--- src/rtl/pc_control_unit_if.sv ---
// Instruction/flag inputs and decode/PC outputs of the program-counter control unit.
// The master side issues instructions; the slave side is the control unit itself.
interface pc_control_unit_if #(
  parameter int D = 12
);
  logic [8:0]   mach_code;
  logic         flag_one;
  logic [D-1:0] prog_ctr;
  logic [D-1:0] target;
  logic [1:0]   inst_type;
  logic         branch_inst;
  logic         mem_read;
  logic         mem_write;
  logic         alu_src;
  logic         reg_write;
  logic         mem_to_reg;
  logic [3:0]   alu_op;
  logic         done;

  modport master (
    output mach_code, flag_one,
    input  prog_ctr, target, inst_type, branch_inst, mem_read, mem_write,
           alu_src, reg_write, mem_to_reg, alu_op, done
  );

  modport slave (
    input  mach_code, flag_one,
    output prog_ctr, target, inst_type, branch_inst, mem_read, mem_write,
           alu_src, reg_write, mem_to_reg, alu_op, done
  );
endinterface

--- src/rtl/pc_control_unit.sv ---
// Program counter with zero-latency instruction decode, branch-target LUT and
// absolute/relative jump selection. The interface width must match D.
module pc_control_unit #(
  parameter int           D        = 12,
  parameter logic [D-1:0] DONE_PC  = 12'd5,
  parameter logic [16*D-1:0] LUT_INIT = {
    12'h0F0, 12'h0E0, 12'h0D0, 12'h0C0, 12'h0B0, 12'h0A0, 12'h090, 12'h080,
    12'h070, 12'h060, 12'h050, 12'h040, 12'h030, 12'h020, 12'h010, 12'h000
  }
) (
  input logic             clk,
  input logic             reset,
  pc_control_unit_if.slave bus
);

  logic [D-1:0] lut [0:15];
  logic [D-1:0] target_w;
  logic [D-1:0] prog_ctr_q;
  logic [D-1:0] prog_ctr_d;

  logic [4:0] opc;
  logic [1:0] inst_type_w;
  logic       branch_w;
  logic       mem_read_w;
  logic       mem_write_w;
  logic       alu_src_w;
  logic       reg_write_w;
  logic       mem_to_reg_w;
  logic [3:0] alu_op_w;
  logic       is_jrel;
  logic       jump_abs;

  for (genvar gi = 0; gi < 16; gi++) begin : g_lut
    assign lut[gi] = LUT_INIT[gi*D +: D];
  end

  assign opc      = bus.mach_code[8:4];
  assign target_w = lut[bus.mach_code[3:0]];

  always_comb begin
    inst_type_w  = 2'b00;
    branch_w     = 1'b0;
    mem_read_w   = 1'b0;
    mem_write_w  = 1'b0;
    alu_src_w    = 1'b0;
    reg_write_w  = 1'b0;
    mem_to_reg_w = 1'b0;
    alu_op_w     = 4'b0000;
    is_jrel      = 1'b0;
    case (opc[4:3])
      2'b00: begin
        inst_type_w  = 2'b10;
        mem_read_w   = 1'b1;
        mem_to_reg_w = 1'b1;
        reg_write_w  = 1'b1;
      end
      2'b01: begin
        inst_type_w = 2'b10;
        mem_write_w = 1'b1;
      end
      2'b10: begin
        reg_write_w = 1'b1;
        alu_src_w   = 1'b1;
        alu_op_w    = {1'b0, opc[2:0]};
      end
      default: begin
        // 111xx is NOP: everything stays at its default
        case (opc[2:0])
          3'b000: begin
            inst_type_w = 2'b01;
            reg_write_w = 1'b1;
          end
          3'b001: branch_w = 1'b1;
          3'b010: begin
            reg_write_w = 1'b1;
            alu_op_w    = 4'b1000;
          end
          3'b011: is_jrel = 1'b1;
          default: ;
        endcase
      end
    endcase
  end

  assign jump_abs = branch_w & bus.flag_one;

  always_comb begin
    prog_ctr_d = prog_ctr_q + D'(1);
    if (jump_abs) begin
      prog_ctr_d = target_w;
    end else if (is_jrel) begin
      prog_ctr_d = prog_ctr_q + target_w;
    end
  end

  always_ff @(posedge clk) begin
    if (reset) begin
      prog_ctr_q <= '0;
    end else begin
      prog_ctr_q <= prog_ctr_d;
    end
  end

  assign bus.prog_ctr    = prog_ctr_q;
  assign bus.target      = target_w;
  assign bus.inst_type   = inst_type_w;
  assign bus.branch_inst = branch_w;
  assign bus.mem_read    = mem_read_w;
  assign bus.mem_write   = mem_write_w;
  assign bus.alu_src     = alu_src_w;
  assign bus.reg_write   = reg_write_w;
  assign bus.mem_to_reg  = mem_to_reg_w;
  assign bus.alu_op      = alu_op_w;
  assign bus.done        = (prog_ctr_q == DONE_PC);

endmodule

--- src/flat_wrapper.sv ---
// flat-port wrapper written by rule: the top's interface ports become plain ports
module pc_control_unit_flat 
#(
  parameter int           D        = 12,
  parameter logic [D-1:0] DONE_PC  = 12'd5,
  parameter logic [16*D-1:0] LUT_INIT = {
    12'h0F0, 12'h0E0, 12'h0D0, 12'h0C0, 12'h0B0, 12'h0A0, 12'h090, 12'h080,
    12'h070, 12'h060, 12'h050, 12'h040, 12'h030, 12'h020, 12'h010, 12'h000
  }
)
  (clk, reset, bus_mach_code, bus_flag_one, bus_prog_ctr, bus_target, bus_inst_type, bus_branch_inst, bus_mem_read, bus_mem_write, bus_alu_src, bus_reg_write, bus_mem_to_reg, bus_alu_op, bus_done);
  pc_control_unit_if #(.D(D)) bus_i ();
  input logic clk;
  input logic reset;
  input wire logic [$bits(bus_i.mach_code)-1:0] bus_mach_code;
  input wire logic [$bits(bus_i.flag_one)-1:0] bus_flag_one;
  output wire logic [$bits(bus_i.prog_ctr)-1:0] bus_prog_ctr;
  output wire logic [$bits(bus_i.target)-1:0] bus_target;
  output wire logic [$bits(bus_i.inst_type)-1:0] bus_inst_type;
  output wire logic [$bits(bus_i.branch_inst)-1:0] bus_branch_inst;
  output wire logic [$bits(bus_i.mem_read)-1:0] bus_mem_read;
  output wire logic [$bits(bus_i.mem_write)-1:0] bus_mem_write;
  output wire logic [$bits(bus_i.alu_src)-1:0] bus_alu_src;
  output wire logic [$bits(bus_i.reg_write)-1:0] bus_reg_write;
  output wire logic [$bits(bus_i.mem_to_reg)-1:0] bus_mem_to_reg;
  output wire logic [$bits(bus_i.alu_op)-1:0] bus_alu_op;
  output wire logic [$bits(bus_i.done)-1:0] bus_done;
  assign bus_i.mach_code = bus_mach_code;
  assign bus_i.flag_one = bus_flag_one;
  assign bus_prog_ctr = bus_i.prog_ctr;
  assign bus_target = bus_i.target;
  assign bus_inst_type = bus_i.inst_type;
  assign bus_branch_inst = bus_i.branch_inst;
  assign bus_mem_read = bus_i.mem_read;
  assign bus_mem_write = bus_i.mem_write;
  assign bus_alu_src = bus_i.alu_src;
  assign bus_reg_write = bus_i.reg_write;
  assign bus_mem_to_reg = bus_i.mem_to_reg;
  assign bus_alu_op = bus_i.alu_op;
  assign bus_done = bus_i.done;
  pc_control_unit #(.D(D), .DONE_PC(DONE_PC), .LUT_INIT(LUT_INIT)) u_core (.clk(clk), .reset(reset), .bus(bus_i));
endmodule
--- config.mk ---
export PLATFORM = sky130hd
export DESIGN_NAME = pc_control_unit_flat
export DESIGN_NICKNAME = d
export VERILOG_FILES = /design/src/rtl/pc_control_unit_if.sv /design/src/rtl/pc_control_unit.sv /design/src/flat_wrapper.sv
export SDC_FILE = /design/constraint.sdc
export NUM_CORES = 1
export LEC_CHECK = 0
export CAP_MARGIN = 20
export CORE_ASPECT_RATIO = 0.8
export CORE_MARGIN = 2
export CORE_UTILIZATION = 40
export DETAILED_ROUTE_END_ITERATION = 10
export HOLD_SLACK_MARGIN = 0.05
export PLACE_DENSITY = 0.87
export REMOVE_ABC_BUFFERS = 1
export SLEW_MARGIN = 10
export SYNTH_ARGS = -nofsm -noshare
export SYNTH_HDL_FRONTEND = slang
export SYNTH_SLANG_ARGS = --single-unit
--- constraint.sdc ---
create_clock -name clk -period 2.4 [get_ports clk]
set_input_delay 0.24 -clock clk [delete_from_list [all_inputs] [get_ports clk]]
set_output_delay 0.24 -clock clk [all_outputs]
set_load 0.1 [all_outputs]
== Word-level counts from Yosys, hierarchy flattened ==
Memories as Yosys holds them, arrays and structs flattened.
Cells that the tools add are included.

* Flip-flop bits (word level): 12
* Bits in latches: 0
* Memory bits (writable): 0
* Memory bits (read-only): 192
* Output and inout bits: 37
* Logic and storage cells: 36
* Memories kept: 1

* $add $sub $neg: 2
* Multiply operators: 0
* Div/mod/pow operators: 0
* Magnitude comparators: 1
* Equal/unequal tests: 6
* Shift-type cells: 0
* Multiplexer cells: 17
* Bitwise gates (word level): 2
* Reductions and logical operators: 6

{| class="wikitable"
|+ Memories
! memory !! depth !! width !! rd ports !! clocked after memory_dff !! write ports !! RTL line !! source
|-
| (no name shown) || 16 || 12 || 1 || 0 || 0 || pc_control_unit.sv:38 || <nowiki>assign target_w = lut[bus.mach_code[3:0]];</nowiki>
|}

{| class="wikitable"
|+ Operators by type and width
! kind !! count
|-
| $mux W12 || 4
|-
| $add A12 B1 Y12 const B || 1
|-
| $add A12 B12 Y12 || 1
|-
| $eq A12 B3 Y1 const B || 1
|-
| $mux W1 || 9
|-
| $pmux W4 S2 || 1
|-
| $eq A3 B2 Y1 const B || 2
|-
| $reduce_or A2 Y1 || 3
|-
| $ge A5 B5 Y1 const B || 1
|-
| $not A4 Y5 || 1
|-
| $mux W4 || 1
|-
| $pmux W2 S2 || 1
|-
| $eq A3 B1 Y1 const B || 1
|-
| $logic_not A3 Y1 || 1
|-
| $reduce_or A3 Y1 || 1
|-
| $eq A2 B1 Y1 const B || 1
|-
| $eq A2 B2 Y1 const B || 1
|-
| $logic_not A2 Y1 || 1
|-
| $pmux W1 S2 || 1
|-
| $and A1 B1 Y1 || 1
|}

== Longest topological paths before layout ==
Gate-level depths: netlist (run 1).

* Word-level depth: 7
* Gate-level depth with buffers: 9
* Depth with buffers taken out: 8

== Worst setup path after synthesis (run 1) ==
No wires, ideal clock.

* Kind: input port to output port
* From: input bus_mach_code[8]
* To: output bus_reg_write
* Arrival time: 3.024 ns
* Required time: 2.160 ns
* Path slack: -0.864 ns
* Stages on the path: 2
* Buffers on the path: 0
* Cells stage by stage: inv_1 -> o31ai_1

* Longest elaborated chain between the ends: 3
* Elaborated cells on any way between the ends: 5
* Classes of those cells: eq/ne (2); mux (1); reduce/logical (2)

{| class="wikitable"
|+ Ends and longest elaborated chain
! item !! RTL line !! source
|-
| from (decl) || flat_wrapper.sv:15 || <nowiki>input wire logic [$bits(bus_i.mach_code)-1:0] bus_mach_code;</nowiki>
|-
| $eq A2 B2 Y1 / $logic_not A2 Y1 (equally long branches) || pc_control_unit.sv:50 || <nowiki>case (opc[4:3])</nowiki>
|-
| $reduce_or A2 Y1 (no line) || n/a ||
|-
| $pmux W1 S2 * || pc_control_unit.sv:50 ||
|-
| to (decl) || flat_wrapper.sv:24 || <nowiki>output wire logic [$bits(bus_i.reg_write)-1:0] bus_reg_write;</nowiki>
|}

Mark *: on every way between the ends. The rest lies on a longest branch, timed or not.

== Worst setup path in the final report (run 1) ==
* From: input bus_mach_code[6]
* To: register u_core.prog_ctr_q[9], in the netlist u_core.bus.prog_ctr[9]

* Longest elaborated chain between the ends: 5
* Elaborated cells on any way between the ends: 9
* Classes of those cells: eq/ne (2); mux (6); bitwise (1)

{| class="wikitable"
|+ Ends and longest elaborated chain
! item !! RTL line !! source
|-
| $eq A3 B2 Y1 / $eq A3 B1 Y1 (equally long branches) || pc_control_unit.sv:68 || <nowiki>case (opc[2:0])</nowiki>
|-
| $mux W1 || pc_control_unit.sv:68 ||
|-
| $mux W1 || pc_control_unit.sv:50 ||
|-
| $mux W12 / $and A1 B1 Y1 (equally long branches) || pc_control_unit.sv:91, pc_control_unit.sv:85 ||
|-
| $mux W12 * || pc_control_unit.sv:89 || <nowiki>if (jump_abs) begin</nowiki>
|-
| to (signal assigned) || pc_control_unit.sv:100 || <nowiki>prog_ctr_q <= prog_ctr_d;</nowiki>
|-
| to (decl) || pc_control_unit.sv:18 || <nowiki>logic [D-1:0] prog_ctr_q;</nowiki>
|}

Marked as above.
A chain may end at the register's enable or synchronous reset.

==> impl_metrics.env, run 1 <==
export IMPL_synthMuxAreaShare=0.0203
export IMPL_async_flop_share=0
export IMPL_ctsResizeCount=0
export IMPL_ys_seq_elements=12
export IMPL_seqPwrFrac=0.307
export IMPL_firstDrtPassIters=4
export IMPL_avgViaCountPerCell=5.52
export IMPL_cp_start_kind="input port"
export IMPL_h_tree_depth=1
export IMPL_setup_tns_final_ns=0
export IMPL_synth_fa_ha_area_frac=0.0761
export IMPL_min_delay_path_class="flop to flop"
export IMPL_grt_max_degree=9
export IMPL_p_clk_frac=0.238
export IMPL_fin_crit_sh=0.927
export IMPL_drt_total_wl_microns=2850
export IMPL_syn_inst=113
export IMPL_syn_avg_cell_area_sq_um=8.73
export IMPL_gp_congestion=0.897
export IMPL_rsz0062_at_grt="false"
export IMPL_num_antenna_cells=0
export IMPL_pin_count=49
export IMPL_dieArea_sq_um=2880
export IMPL_grt_pass1_wl_microns=4640
export IMPL_finalMaxSlewViolations=0
export IMPL_io_buffers=40
export IMPL_synth_main_ff_cell="dfxtp_1"
export IMPL_whs_path_depth=2
export IMPL_synth_top_family_by_area="simple AND/OR/NAND/NOR gates"
export IMPL_p_leak_nw=0.713
export IMPL_total_power_mw=0.699
export IMPL_synth_cell_types=43
export IMPL_cts_made_buffers=3
export IMPL_die_y_microns=48.4
export IMPL_netlist_area_sq_um=986
export IMPL_drv_cap=0
export IMPL_post_cts_buffers=0
export IMPL_required_ns=2.57
export IMPL_peakVddDrop_v=0.000427
export IMPL_critical_path_class="input port to flop"
export IMPL_switching_share=0.460
export IMPL_fmax_mhz=450
export IMPL_yosysSeqAreaShare=0.244
export IMPL_cp_max_fo=7
export IMPL_grt_remaining_overflow=0
export IMPL_p_int_mw=0.377
export IMPL_core_sq_um=2400
export IMPL_root_buffer="clkbuf_4"
export IMPL_clock_skew_ns=0.00341
export IMPL_ctsHoldBuffers=0
export IMPL_insertion_delay_ns=0.28
export IMPL_period_needed_ns=2.22
export IMPL_routedWlPerCell_microns=15.2
export IMPL_nFillCells=197
export IMPL_start_util=0.410
export IMPL_cellPowerDensity_nw_per_um2=473
export IMPL_finish_utilization=0.615
export IMPL_antenna_found_initial=0
export IMPL_drc=0
export IMPL_ant_nets=0
export IMPL_cts_sinks=12
export IMPL_largest_reg_flops=12
export IMPL_setup_viol=0
export IMPL_cts_tree="done"
export IMPL_p_switching_mw=0.321
export IMPL_synthXorXnorAreaFrac=0.0355
export IMPL_hold_viol=0
export IMPL_yosys_warnings=0
export IMPL_post_dp_hpwl_microns=2310
export IMPL_synth_edf_count=0
export IMPL_area_growth_pct=49.7
export IMPL_layout_drive_gt1_share=0.319
export IMPL_first_global_vias=932
export IMPL_clockBufferDepth=2
export IMPL_p_comb_frac=0.455
export IMPL_endpoint_kind="flop"
export IMPL_fp_row_count=16
export IMPL_r2r_slack_ns=0.71
export IMPL_clkTransAtPathRegs_ns=0.08
export IMPL_die_w_microns=59.5
export IMPL_r2r_cells=6
export IMPL_cp_arrival_ns=2.39
export IMPL_synth_compound_area_share=0.199
export IMPL_vias=1033
export IMPL_synthSimpleGateAreaFrac=0.299
export IMPL_track_usage=0.210
export IMPL_nNetsFinal=179
export IMPL_drtIter0Drc=37
export IMPL_status="complete, no violations"
metal layers:
layer | vias up | wire [microns] | part of all wire | GRT usage
met5 | - | 0 | 0 | 0
met4 | 0 | 0 | 0 | 0.0222
met3 | 0 | 211 | 0.074 | 0.0561
met2 | 47 | 1360 | 0.48 | 0.300
met1 | 499 | 1270 | 0.45 | 0.325
li1 | 487 | - | - | -
area by class of cell:
class	count	area (sq um)	area share
multi-input cells	91	652	0.442
repair buffers	50	503	0.341
flip-flops and latches	12	240	0.163
clock buffers	4	36.3	0.0246
well taps	27	33.8	0.0229
inverters	3	11.3	0.00763
cells in the mapped netlist, drive strengths merged (4+ instances only):
cell / number / area (sq um)
buf: 14 / 109
dfxtp: 12 / 240
nand2: 8 / 30.0
nor2: 8 / 30.0
ha: 6 / 75.1
and2: 5 / 31.3
and3: 4 / 25.0
nand3: 4 / 20.0
o211ai: 4 / 35.0
final timing paths:
kind	end	startpoint
setup / recovery	u_core.bus.prog_ctr[9]	bus_mach_code[6]
setup reg to reg	u_core.bus.prog_ctr[10]	u_core.bus.prog_ctr[0]
hold reg to reg	u_core.bus.prog_ctr[10]	u_core.bus.prog_ctr[10]
hold / removal	u_core.bus.prog_ctr[10]	u_core.bus.prog_ctr[10]
critical path, stage by stage:
cell and delay, ns:
clkdlybuf4s50_1 0.48, and4b_1 0.23, buf_4 0.17, and3_1 0.18, ha_1 0.36, nand4_1 0.18
o2111ai_2 0.27, o211ai_1 0.14, mux2i_1 0.14
cell usage in the layout, fill, tap and decap left out, types with 3 or more instances in the layout:
master / instances
and2_1: 5
and3_1: 4
buf_12: 8
buf_4: 31
clkbuf_4: 3
clkdlybuf4s50_1: 11
conb_1: 8
dfxtp_1: 12
ha_1: 6
inv_1: 3
nand2_1: 8
nand2b_1: 3
nand3_1: 4
nor2_1: 8
o211ai_1: 3
o21a_1: 3
through the flow:
step / area [sq um] / setup WS (ns) / hold WS (ns) / cells
4_1_cts: 1480 / 0.205 / 0.537 / 187
3_5_place_dp: 1440 / -0.0884 / 0.528 / 183
3_3_place_gp: 1440 / 0.000812 / 0.501 / 183
6_report: 1480 / 0.175 / 0.536 / 187
5_1_grt: 1480 / 0.0981 / 0.584 / 187
2_1_floorplan: 903 / -0.864 / 0.313 / 106
cells by family after synthesis:
group,Yosys count
AND/OR/NAND/NOR,50
AO/OA/AOI/OAI,21
buffers and inverters,17
flip-flops,12
adder cells (fa/ha/maj),6
XOR/XNOR,4
multiplexers,2
other,1
power groups by stage:
| stage | registers [mW] | clock network, mW | logic, mW |
|---|---|---|---|
| finish | 0.214 | 0.166 | 0.318 |
| detailed placement | 0.219 | 0 | 0.317 |
| global placement | 0.218 | 0 | 0.314 |
| floorplan | 0.264 | 0 | 0.154 |
| CTS | 0.214 | 0.169 | 0.318 |
| global route | 0.216 | 0.187 | 0.329 |
No activity file was read; power rests on OpenSTA's default activity.
==> run 2, diff against run 1 <==
--- a/config.mk
+++ b/config.mk
@@ -9,6 +9,7 @@
 export CORE_ASPECT_RATIO = 0.8
 export CORE_MARGIN = 2
 export CORE_UTILIZATION = 40
+export CTS_BUF_LIST = sky130_fd_sc_hd__clkbuf_16
 export DETAILED_ROUTE_END_ITERATION = 10
 export HOLD_SLACK_MARGIN = 0.05
 export PLACE_DENSITY = 0.87
==> run 2 against run 1 <==
Final cell count stayed put. Via count rose by 1.5%. Final area up 2.9%. Combinational power is essentially flat. Sequential share of layout area is 0.46 points lower. Non-clock buffer count stayed put. Wire length increased by 5.0%. Worst hold slack worse by 0.0027 ns. Total power grew 22%.
==> impl_metrics.env, run 2 (same netlist as run 1, synthesis figures left out) <==
export IMPL_status="complete, no violations"
export IMPL_cts_tree="done"
export IMPL_cts_sinks=12
export IMPL_dieArea_sq_um=2880
export IMPL_stdcell_count=187
export IMPL_grt_pass1_wl_microns=4750
export IMPL_p_leak_nw=0.731
export IMPL_worstHoldStart="u_core.bus.prog_ctr[10]"
export IMPL_setup_viol=0
export IMPL_required_ns=2.53
export IMPL_ctsResizeCount=0
export IMPL_drv_cap=0
export IMPL_start_util=0.410
export IMPL_cp_arrival_ns=2.38
export IMPL_largest_reg_flops=12
export IMPL_cp_start_kind="input port"
export IMPL_ant_nets=0
export IMPL_h_tree_depth=1
export IMPL_finish_utilization=0.632
export IMPL_final_cell_mix="buf_4, dfxtp_1, clkdlybuf4s50_1"
export IMPL_hold_viol=0
export IMPL_vias=1049
export IMPL_post_cts_buffers=0
export IMPL_grt_remaining_overflow=0
export IMPL_core_sq_um=2400
export IMPL_fp_row_count=16
export IMPL_avgViaCountPerCell=5.61
export IMPL_clock_skew_ns=0.00190
export IMPL_endpoint_kind="flop"
export IMPL_clkTransAtPathRegs_ns=0.05
export IMPL_peakVddDrop_v=0.000489
export IMPL_routedWlPerCell_microns=16.0
export IMPL_rsz0062_at_grt="false"
export IMPL_die_y_microns=48.4
export IMPL_pin_count=49
export IMPL_clockBufferDepth=2
export IMPL_root_buffer="clkbuf_16"
export IMPL_firstDrtPassIters=4
export IMPL_min_delay_path_class="flop to flop"
export IMPL_final_common_cell="buf_4"
export IMPL_post_dp_hpwl_microns=2310
export IMPL_fin_crit_sh=0.940
export IMPL_whs_ns=0.534
export IMPL_critical_path_class="input port to flop"
export IMPL_reg2reg_from="u_core.bus.prog_ctr[0]"
export IMPL_finalMaxSlewViolations=0
export IMPL_drt_total_wl_microns=2990
export IMPL_ctsHoldBuffers=0
export IMPL_antenna_found_initial=0
export IMPL_grt_max_degree=9
export IMPL_num_antenna_cells=0
export IMPL_drc=0
export IMPL_period_needed_ns=2.25
export IMPL_fmax_mhz=443
export IMPL_first_global_vias=959
export IMPL_drtIter0Drc=45
export IMPL_insertion_delay_ns=0.24
export IMPL_cp_max_fo=7
export IMPL_cellPowerDensity_nw_per_um2=560
export IMPL_crit_start="bus_mach_code[6]"
export IMPL_nNetsFinal=179
export IMPL_io_buffers=40
export IMPL_cts_made_buffers=3
export IMPL_dp_cells=183
export IMPL_area_growth_pct=54.1
export IMPL_track_usage=0.219
export IMPL_setup_tns_final_ns=0
export IMPL_layout_drive_gt1_share=0.313
export IMPL_die_w_microns=59.5
export IMPL_total_power_mw=0.850
export IMPL_gp_congestion=0.897
run 2: cell count changes in the layout (fill, tap and decap cells not counted):
cell	previous run	this run
clkbuf_16	0	3
clkbuf_4	3	0
clkbuf_8	1	0
clkinv_1	0	1
run 2: critical path, stage by stage:
cell	delay, ns
clkdlybuf4s50_1	0.48
and4b_1	0.23
buf_4	0.17
and3_1	0.18
ha_1	0.36
nand4_1	0.18
o2111ai_2	0.26
o211ai_1	0.14
mux2i_1	0.14
run 2: per-layer routing:
| layer | global-route usage | up-vias | part of all wire |
|---|---|---|---|
| met1 | 0.315 | 518 | 0.43 |
| li1 | - | 492 | - |
| met5 | 0 | - | 0 |
| met2 | 0.322 | 33 | 0.49 |
| met4 | 0.0519 | 0 | 0.012 |
| met3 | 0.0615 | 6 | 0.060 |
run 2: per-stage QoR:
stage | cell area [sq um] | worst slack, ns
after global placement | 1440 | 0.000812
after floorplan | 903 | -0.864
after detailed placement | 1440 | -0.0884
after CTS | 1520 | 0.162
final | 1520 | 0.145
after global routing | 1520 | 0.0343
run 2: layout make-up:
cell class	count	area, sq um
clock buffer	3	75.1
sequential	12	240
tap	27	33.8
multi-input combinational	91	652
clock inverter	1	3.75
timing repair buffer	50	503
fill	195	883
inverter	3	11.3
run 2: path summary, 6_finish.rpt:
check | end | slack (ns) | cells past startpoint
min | u_core.bus.prog_ctr[10] | 0.53 | 2
max reg2reg | u_core.bus.prog_ctr[8] | 0.72 | 6
min reg2reg | u_core.bus.prog_ctr[10] | 0.53 | 2
max | u_core.bus.prog_ctr[9] | 0.15 | 9
run 2: report_power, final:
part / total [mW] / internal, mW / switching, mW
Sequential: 0.215 / 0.207 / 0.00895
Clock: 0.316 / 0.220 / 0.0958
Combinational: 0.318 / 0.0795 / 0.239
==> run 3, diff against run 2 <==
--- a/config.mk
+++ b/config.mk
@@ -13,6 +13,7 @@
 export DETAILED_ROUTE_END_ITERATION = 10
 export HOLD_SLACK_MARGIN = 0.05
 export PLACE_DENSITY = 0.87
+export RECOVER_POWER = 100
 export REMOVE_ABC_BUFFERS = 1
 export SLEW_MARGIN = 10
 export SYNTH_ARGS = -nofsm -noshare
==> run 3 against run 2 <==
Sequential cell count is the same. Wire length grew 0.87%. Total power shrank 2.9%. Highest routed layer unchanged.
==> impl_metrics.env, run 3 (same netlist as run 1, synthesis figures left out) <==
export IMPL_status="complete, no violations"
export IMPL_grt_pass1_wl_microns=4750
export IMPL_p_leak_nw=0.664
export IMPL_dp_cells=183
export IMPL_hold_viol=0
export IMPL_pre_cts_slack_ns=-0.0884
export IMPL_clockBufferDepth=2
export IMPL_slowest_stage="clkdlybuf4s50_1"
export IMPL_clkTransAtPathRegs_ns=0.05
export IMPL_avgViaCountPerCell=5.62
export IMPL_cp_start_kind="input port"
export IMPL_cp_arrival_ns=2.38
export IMPL_layout_setup_ws_ns=0.143
export IMPL_finalMaxSlewViolations=0
export IMPL_whs_ns=0.530
export IMPL_routedWlPerCell_microns=16.1
export IMPL_switching_share=0.412
export IMPL_setup_viol=0
export IMPL_relSlewSlack=0.210
export IMPL_antenna_found_initial=0
export IMPL_fin_crit_sh=0.940
export IMPL_seqPwrFrac=0.261
export IMPL_core_sq_um=2400
export IMPL_multi_input_area_sq_um=649
export IMPL_grt_use_met1=0.315
export IMPL_endpoint_kind="flop"
export IMPL_ctsHoldBuffers=0
export IMPL_largest_reg_flops=12
export IMPL_fp_row_count=16
export IMPL_insertion_delay_ns=0.24
export IMPL_root_buffer="clkbuf_16"
export IMPL_firstDrtPassIters=4
export IMPL_clock_skew_ns=0.00118
export IMPL_p_int_mw=0.485
export IMPL_rsz0062_at_grt="false"
export IMPL_start_util=0.410
export IMPL_grt_use_met3=0.0615
export IMPL_cts_made_buffers=3
export IMPL_die_w_microns=59.5
export IMPL_nFillCells=226
export IMPL_grt_busiest_layer="met2"
export IMPL_layout_drive_gt1_share=0.181
export IMPL_io_buffers=40
export IMPL_die_y_microns=48.4
export IMPL_use_met2=0.322
export IMPL_track_usage=0.219
export IMPL_min_delay_path_class="flop to flop"
export IMPL_h_tree_depth=1
export IMPL_drv_cap=0
export IMPL_ant_nets=0
export IMPL_post_dp_hpwl_microns=2310
export IMPL_post_cts_buffers=0
export IMPL_required_ns=2.53
export IMPL_cts_tree="done"
export IMPL_ctsResizeCount=0
export IMPL_stdcell_count=187
export IMPL_period_needed_ns=2.26
export IMPL_total_power_mw=0.826
export IMPL_p_comb_frac=0.358
export IMPL_cellPowerDensity_nw_per_um2=599
export IMPL_drtIter0Drc=54
export IMPL_gp_congestion=0.897
export IMPL_peakVddDrop_v=0.000482
export IMPL_tightest_slew_ns=1.19
export IMPL_p_clk_frac=0.381
export IMPL_crit_chain="clkdlybuf4s50_1 > and4b_1 > nand2_1 > ha_1 > ha_1 > and4_1 > o311a_4 > nor3_1 > nor3_2"
export IMPL_grt_max_degree=9
export IMPL_critPathMaxStageDelay_ns=0.51
export IMPL_area_growth_pct=39.8
export IMPL_cp_max_fo=3
export IMPL_final_common_cell="clkbuf_1"
export IMPL_drc=0
export IMPL_fmax_mhz=443
export IMPL_nNetsFinal=179
export IMPL_regArea_sq_um=240
export IMPL_cts_sinks=12
export IMPL_vias=1051
export IMPL_num_antenna_cells=0
export IMPL_drt_total_wl_microns=3020
export IMPL_first_global_vias=959
export IMPL_final_cell_mix="clkbuf_1, dfxtp_1, clkdlybuf4s50_1"
export IMPL_dieArea_sq_um=2880
export IMPL_critical_path_class="input port to flop"
export IMPL_p_switching_mw=0.340
export IMPL_grt_remaining_overflow=0
export IMPL_cp_common_cell="ha_1"
export IMPL_pin_count=49
-- run 3: cell types whose count changed in the layout (fill, tap and decap cells not counted), sizes merged --
cell / before / now
buf: 39 / 11
clkbuf: 3 / 29
dlymetal6s2s: 0 / 2
-- run 3: metrics by stage --
stage | util | instance area, sq um | TNS [ns]
6_report | 0.574 | 1380 | 0
5_1_grt | 0.574 | 1380 | 0
4_1_cts | 0.632 | 1520 | 0
3_5_place_dp | 0.599 | 1440 | -0.221
3_3_place_gp | 0.599 | 1440 | 0
2_1_floorplan | - | 903 | -5.21
-- run 3: final timing paths --
path,cells past startpoint,endpoint,slack [ns],from
worst max-delay path,9,u_core.bus.prog_ctr[8],0.14,bus_mach_code[8]
worst min-delay path,2,u_core.bus.prog_ctr[10],0.53,u_core.bus.prog_ctr[10]
worst max register to register,6,u_core.bus.prog_ctr[8],0.70,u_core.bus.prog_ctr[0]
worst min register to register,2,u_core.bus.prog_ctr[10],0.53,u_core.bus.prog_ctr[10]
-- run 3: routing by layer --
metal / wire [microns] / up-vias / part of all wire
met2: 1500 / 33 / 0.50
li1: - / 493 / -
met5: 0 / - / 0
met1: 1310 / 519 / 0.44
met3: 171 / 6 / 0.057
met4: 34 / 0 / 0.011
-- run 3: worst max-delay path, delay by kind of cell --
kind,cells,cell delay [ns]
and+or+nand+nor,5,0.88
AOI/OAI and AO/OA,1,0.33
buffers and inverters,1,0.51
adders and majority gates,2,0.41
-- run 3: power by group through the flow --
stage	registers, mW	logic (mW)	clock network [mW]
after global routing	0.216	0.306	0.331
after floorplan	0.264	0.154	0
after detailed placement	0.219	0.317	0
after global placement	0.218	0.314	0
after CTS	0.215	0.318	0.316
final	0.215	0.296	0.315
-- run 3: layout make-up --
cell class / instances / area share
multi-input cells: 91 / 0.471
clock inverters: 1 / 0.00272
repair buffers: 50 / 0.265
inverters: 3 / 0.00817
flip-flops and latches: 12 / 0.174
clock buffers: 3 / 0.0544
well taps: 27 / 0.0245
